==> src/rtl/rv32v_memory_stage.sv <==
// Vector memory stage: walks two 32-bit element lanes through the data bus and feeds the writeback latch.
// Optional build macro RV32V_MEM_SKIP_MASKED_EN skips lanes whose wen0/wen1 is low.
`timescale 1ns/1ps
module rv32v_memory_stage #(
  parameter int DATA_W = 32
) (
  input  logic              CLK,
  input  logic              nRST,
  input  logic              load,
  input  logic              store,
  input  logic              config_type,
  input  logic [DATA_W-1:0] aluresult0,
  input  logic [DATA_W-1:0] aluresult1,
  input  logic [DATA_W-1:0] storedata0,
  input  logic [DATA_W-1:0] storedata1,
  input  logic [31:0]       vl,
  input  logic              wen0,
  input  logic              wen1,
  input  logic [4:0]        woffset0,
  input  logic [4:0]        woffset1,
  input  logic [7:0]        vtype,
  input  logic              flush_mem,
  input  logic              stall_mem,
  output logic              busy_mem,
  output logic              dmem_ren,
  output logic              dmem_wen,
  output logic [DATA_W-1:0] dmem_addr,
  output logic [DATA_W-1:0] dmem_wdata,
  input  logic [DATA_W-1:0] dmem_rdata,
  input  logic              dmem_busy,
  output logic              wb_wen0,
  output logic              wb_wen1,
  output logic [4:0]        wb_woffset0,
  output logic [4:0]        wb_woffset1,
  output logic [DATA_W-1:0] wb_wdata0,
  output logic [DATA_W-1:0] wb_wdata1,
  output logic              wb_config_type,
  output logic [31:0]       wb_vl,
  output logic [7:0]        wb_vtype
);

`ifdef RV32V_MEM_SKIP_MASKED_EN
  localparam bit SKIP = 1'b1;
`else
  localparam bit SKIP = 1'b0;
`endif

  typedef enum logic [1:0] {IDLE, LANE0, LANE1, DONE} state_t;

  state_t            state, state_nxt;
  logic [DATA_W-1:0] data0_q, data1_q;
  logic [DATA_W-1:0] rd0, rd1;
  logic              mem_op, in_lane, lane_wen, req_raw, lane_done, last_done, wb_upd;

  assign mem_op   = load | store;
  assign in_lane  = (state == LANE0) || (state == LANE1);
  assign lane_wen = (state == LANE1) ? wen1 : wen0;
  // An inactive store lane issues nothing; inactive load lanes still read unless skipping.
  assign req_raw   = in_lane & mem_op & (load | lane_wen);
  assign lane_done = !req_raw | !dmem_busy;

  assign dmem_ren   = req_raw & load & !flush_mem;
  assign dmem_wen   = req_raw & store & !load & !flush_mem;
  assign dmem_addr  = (state == LANE1) ? aluresult1 : aluresult0;
  assign dmem_wdata = (state == LANE1) ? storedata1 : storedata0;

  always_comb begin
    last_done = 1'b0;
    case (state)
      IDLE:    last_done = SKIP & !wen0 & !wen1;
      LANE0:   last_done = SKIP & !wen1 & lane_done;
      LANE1:   last_done = lane_done;
      default: last_done = 1'b1;
    endcase
  end

  assign busy_mem = mem_op & !last_done;
  assign wb_upd   = !busy_mem & !stall_mem & !flush_mem;

  always_comb begin
    state_nxt = state;
    case (state)
      IDLE:
        if (mem_op) begin
          if (SKIP && !wen0) state_nxt = wen1 ? LANE1 : IDLE;
          else               state_nxt = LANE0;
        end
      LANE0:
        if (lane_done) begin
          if (SKIP && !wen1) state_nxt = stall_mem ? DONE : IDLE;
          else               state_nxt = LANE1;
        end
      LANE1:
        if (lane_done) state_nxt = stall_mem ? DONE : IDLE;
      default:
        if (!stall_mem) state_nxt = IDLE;
    endcase
    if (flush_mem) state_nxt = IDLE;
  end

  // Read data comes straight off the bus in the completing lane, otherwise from the buffers.
  assign rd0 = (state == LANE0) ? dmem_rdata : data0_q;
  assign rd1 = (state == LANE1) ? dmem_rdata : data1_q;

  always_ff @(posedge CLK or negedge nRST) begin
    if (!nRST) begin
      state          <= IDLE;
      data0_q        <= '0;
      data1_q        <= '0;
      wb_wen0        <= 1'b0;
      wb_wen1        <= 1'b0;
      wb_woffset0    <= '0;
      wb_woffset1    <= '0;
      wb_wdata0      <= '0;
      wb_wdata1      <= '0;
      wb_config_type <= 1'b0;
      wb_vl          <= '0;
      wb_vtype       <= '0;
    end else begin
      state <= state_nxt;
      if (state == IDLE && mem_op) begin
        data0_q <= '0;
        data1_q <= '0;
      end
      if (dmem_ren && !dmem_busy) begin
        if (state == LANE0) data0_q <= dmem_rdata;
        else                data1_q <= dmem_rdata;
      end
      if (flush_mem) begin
        wb_wen0        <= 1'b0;
        wb_wen1        <= 1'b0;
        wb_woffset0    <= '0;
        wb_woffset1    <= '0;
        wb_wdata0      <= '0;
        wb_wdata1      <= '0;
        wb_config_type <= 1'b0;
        wb_vl          <= '0;
        wb_vtype       <= '0;
      end else if (wb_upd) begin
        wb_wen0        <= wen0 & !store;
        wb_wen1        <= wen1 & !store;
        wb_woffset0    <= woffset0;
        wb_woffset1    <= woffset1;
        wb_wdata0      <= load ? rd0 : aluresult0;
        wb_wdata1      <= load ? rd1 : aluresult1;
        wb_config_type <= config_type;
        wb_vl          <= vl;
        wb_vtype       <= vtype;
      end
    end
  end

endmodule

==> config.mk <==
export PLATFORM = sky130hd
export DESIGN_NAME = rv32v_memory_stage
export DESIGN_NICKNAME = d
export VERILOG_FILES = /design/src/rtl/rv32v_memory_stage.sv
export SDC_FILE = /design/constraint.sdc
export NUM_CORES = 1
export LEC_CHECK = 0
export ABC_CLOCK_PERIOD_IN_PS = 1900
export BUFFER_PORTS_ARGS = -buffer_cell sky130_fd_sc_hd__buf_2
export CORE_MARGIN = 3
export CORE_UTILIZATION = 45
export DETAILED_ROUTE_END_ITERATION = 8
export PLACE_DENSITY_LB_ADDON = 0.12
export SLEW_MARGIN = 15
export SYNTH_ARGS = -nofsm -noshare
export SYNTH_HDL_FRONTEND = slang
export SYNTH_SLANG_ARGS = --single-unit
==> constraint.sdc <==
create_clock -name CLK -period 1.9 [get_ports CLK]
set_input_delay 0.38 -clock CLK [delete_from_list [all_inputs] [get_ports CLK]]
set_output_delay 0.38 -clock CLK [all_outputs]
set_load 0.03 [all_outputs]
==> flow_summary.json <==
{
  "final_layout_size_suffix_gt1_share_pct": 41.3,
  "power_density_nw_per_um2": 1130,
  "clk_pin_slew_ns": 0.08,
  "p_int_mw": 10.5,
  "min_from": "dmem_rdata[26]",
  "nets": 1697,
  "fin_worst_skew_ns": 0.0155,
  "worstSkewPairLatency_ns": 0.43,
  "clockBufferDepth": 2,
  "ir_drop_mv": 0.601,
  "path_max_fanout": 6,
  "drtAntennaViolNets": 0,
  "synth_cell_types": 28,
  "seqPwrFrac_pct": 27.7,
  "tightest_slew_ns": 0.630,
  "grt-ovfl-total": 0,
  "h-tree-depth": 4,
  "yosys_register_bits": 183,
  "crit_path_start": "state[0]$_DFFE_PN0P_",
  "cts_made_buffers": 17,
  "die_area_sq_um": 25100,
  "slew_headroom_pct": 58.0,
  "synth_flop_cell": "dfrtp_1",
  "gp_congestion": 0.936,
  "coreArea_sq_um": 22800,
  "syn-num-nets": 1267,
  "io_buffer_count": 403,
  "drt-initial-drc-count": 544,
  "dp_slack_ns": -0.105,
  "n_fill_cell": 1804,
  "grt_pass1_wl_um": 50700,
  "vias": 9428,
  "syn_area_sq_um": 10500,
  "cts_tree": "built",
  "start_util_pct": 46.0,
  "synth_edf_count": 0,
  "numClockSinks": 183,
  "rows": 55,
  "leakagePower_nw": 7.65,
  "vias_per_cell": 5.24,
  "fin_area_sq_um": 15200,
  "die_x_um": 159,
  "rr_startpoint": "state[0]$_DFFE_PN0P_",
  "cts_root_buffer": "clkbuf_16",
  "dp.cells": 1708,
  "setup_ws_ns": -0.420,
  "required_ns": 1.52,
  "synth.avg_cell_area_sq_um": 10.0,
  "fmax_mhz": 431,
  "hold_class": "in -> reg",
  "syn2layout_area_growth_pct": 45.5,
  "die_h_um": 159,
  "hpwl_um": 22500,
  "grt_pass1_vias": 8869,
  "drv_cap": 0,
  "setup_viol": 250,
  "drt_wl_total_um": 36500,
  "drtPass1Iterations": 5,
  "power.switching_mw": 6.67,
  "drv_slew": 0,
  "power.share.combinational_pct": 51.4,
  "fin_cells": 1800,
  "fin_crit_ns": 2.32,
  "grt_use_total_pct": 26.2,
  "violations": "setup timing",
  "cp_data_arrival_time_ns": 1.94,
  "status": "finished with violations",
  "setup.worst_path.class": "reg -> out",
  "finish.utilization_pct": 66.9,
  "io_pins": 404,
  "crit_path_start_kind": "flip-flop",
  "rsz0062_at_grt": "true",
  "finalPower_mw": 17.2,
  "switching_share_pct": 38.9,
  "hold_violations": 0,
  "placed_area_sq_um": 13300,
  "async_reset_ff_share_pct": 100,
  "drc": 0,
  "cp-end-kind": "primary output",
  "grt_max_degree": 149,
  "avgRoutedWirePerCell_um": 20.3,
  "p_clk_share_pct": 20.9,
  "antenna_found_initial": 1,
  "syn_inst": 1043,
  "ys_warn_count": 0,
  "fin_crit_sh_pct": 122,
  "yosysSeqAreaShare_pct": 43.7
}
==> sequential cells by signal, summed over array words and instances (netlist names) <==
| name | cells |
|---|---|
| data0_q | 32 |
| data1_q | 32 |
| wb_vl | 32 |
| wb_wdata0 | 32 |
| wb_wdata1 | 32 |
| wb_vtype | 8 |
| wb_woffset0 | 5 |
| wb_woffset1 | 5 |
| state | 2 |
| wb_config_type | 1 |
| wb_wen0 | 1 |
| wb_wen1 | 1 |
==> repair_timing <==
action                                 CTS  global route
hold buffers                             1             0
gates cloned                            15            12
endpoints found under the hold margin   40             0
pin swaps                                7             3
setup endpoints to repair              186           250
buffers inserted                        24             8
gates resized for setup                 71            74
==> cells in the mapped netlist, types with 2 or more instances <==
library cell / count / area share (%)
buf_6: 10 / 1.1
o21ai_0: 64 / 3.1
dfrtp_1: 183 / 44
nor2_1: 70 / 2.5
a21oi_1: 3 / 0.14
clkbuf_1: 50 / 1.8
buf_1: 4 / 0.14
nor3_1: 2 / 0.096
nor2b_1: 2 / 0.12
nand2_1: 132 / 4.7
a211o_1: 64 / 5.4
ha_1: 4 / 0.48
mux2i_1: 181 / 17
nand2b_1: 169 / 10
buf_4: 4 / 0.29
buf_2: 20 / 0.96
o21ai_1: 2 / 0.096
mux2_2: 67 / 7.2
inv_1: 3 / 0.11
==> per-layer routing <==
metal	vias to the layer above	GRT usage, %	routed length [um]
li1	4423	-	-
met1	4643	37.3	16100
met2	325	41.4	17400
met3	37	5.65	2370
met4	0	5.74	623
met5	-	0	0
==> layout make-up <==
| cell class | count | area, sq um | share of cell area, % |
|---|---|---|---|
| flip-flops and latches | 183 | 4580 | 30.0 |
| well taps | 313 | 392 | 2.57 |
| multi-input cells | 769 | 5810 | 38.1 |
| clock buffers | 20 | 437 | 2.86 |
| repair buffers | 499 | 3880 | 25.4 |
| clock inverters | 12 | 141 | 0.927 |
| inverters | 3 | 11.3 | 0.0739 |
| diodes | 1 | 2.50 | 0.0164 |
==> cells by family after synthesis <==
kind of cell | Yosys count | synth area share, %
AOI/OAI and AO/OA | 138 | 9.02
adders and majority gates | 4 | 0.478
buffers and inverters | 91 | 4.36
DFF | 183 | 43.7
muxes | 248 | 24.5
and+or+nand+nor | 379 | 17.9
==> critical path, cell delays in order, from the launching register on <==
cell	delay [ns]
dfrtp_1	0.38
inv_2	0.07
ha_4	0.17
buf_12	0.15
mux2_4	0.22
nand2_4	0.05
nor4b_4	0.30
buf_6	0.17
==> placed cells by master, fill, tap and decap left out, types with 2 or more instances in the layout <==
cell type and count:
a211o_1 64, a21oi_1 2, buf_12 30, buf_16 13, buf_2 369, buf_4 27, buf_6 43, buf_8 2
bufbuf_16 3, bufinv_16 2, clkbuf_1 3, clkbuf_16 26, clkinvlp_4 4, dfrtp_1 183, ha_4 3, inv_2 3
inv_6 4, mux2_2 6, mux2_4 61, mux2i_1 181, nand2_1 130, nand2b_1 168, nor2_1 69, nor2b_1 2
nor3_1 2, o21ai_0 56, o21ai_1 8
==> power groups by stage <==
stage	clock [mW]	combinational (mW)	sequential (mW)
6_report	3.59	8.81	4.75
4_1_cts	3.64	8.22	4.75
2_1_floorplan	0	4.07	5.67
5_1_grt	3.80	9.25	4.82
3_3_place_gp	0	6.99	4.80
3_5_place_dp	0	7.04	4.81
==> through the flow <==
stage | hold slack (ns) | TNS [ns]
finish | 0.194 | -48.60
global route | 0.192 | -68.13
CTS | 0.177 | -39.96
detailed placement | 0.371 | -4.86
global placement | 0.367 | -1.52
floorplan | 0.0844 | -0.484
==> final timing paths <==
check	endpoint	slack (ns)	cells past startpoint
max in group asynchronous	wb_vtype[2]$_DFFE_PN0P_	0.80	3
setup reg to reg	wb_wdata0[6]$_DFFE_PN0P_	-0.23	12
hold / removal	data0_q[26]$_DFF_PN0_	0.19	3
hold reg to reg	data0_q[31]$_DFF_PN0_	0.52	2
setup / recovery	dmem_wen	-0.42	7
min in group asynchronous	wb_woffset0[3]$_DFFE_PN0P_	0.48	2
Note: power is estimated with default switching activity, not from simulation.
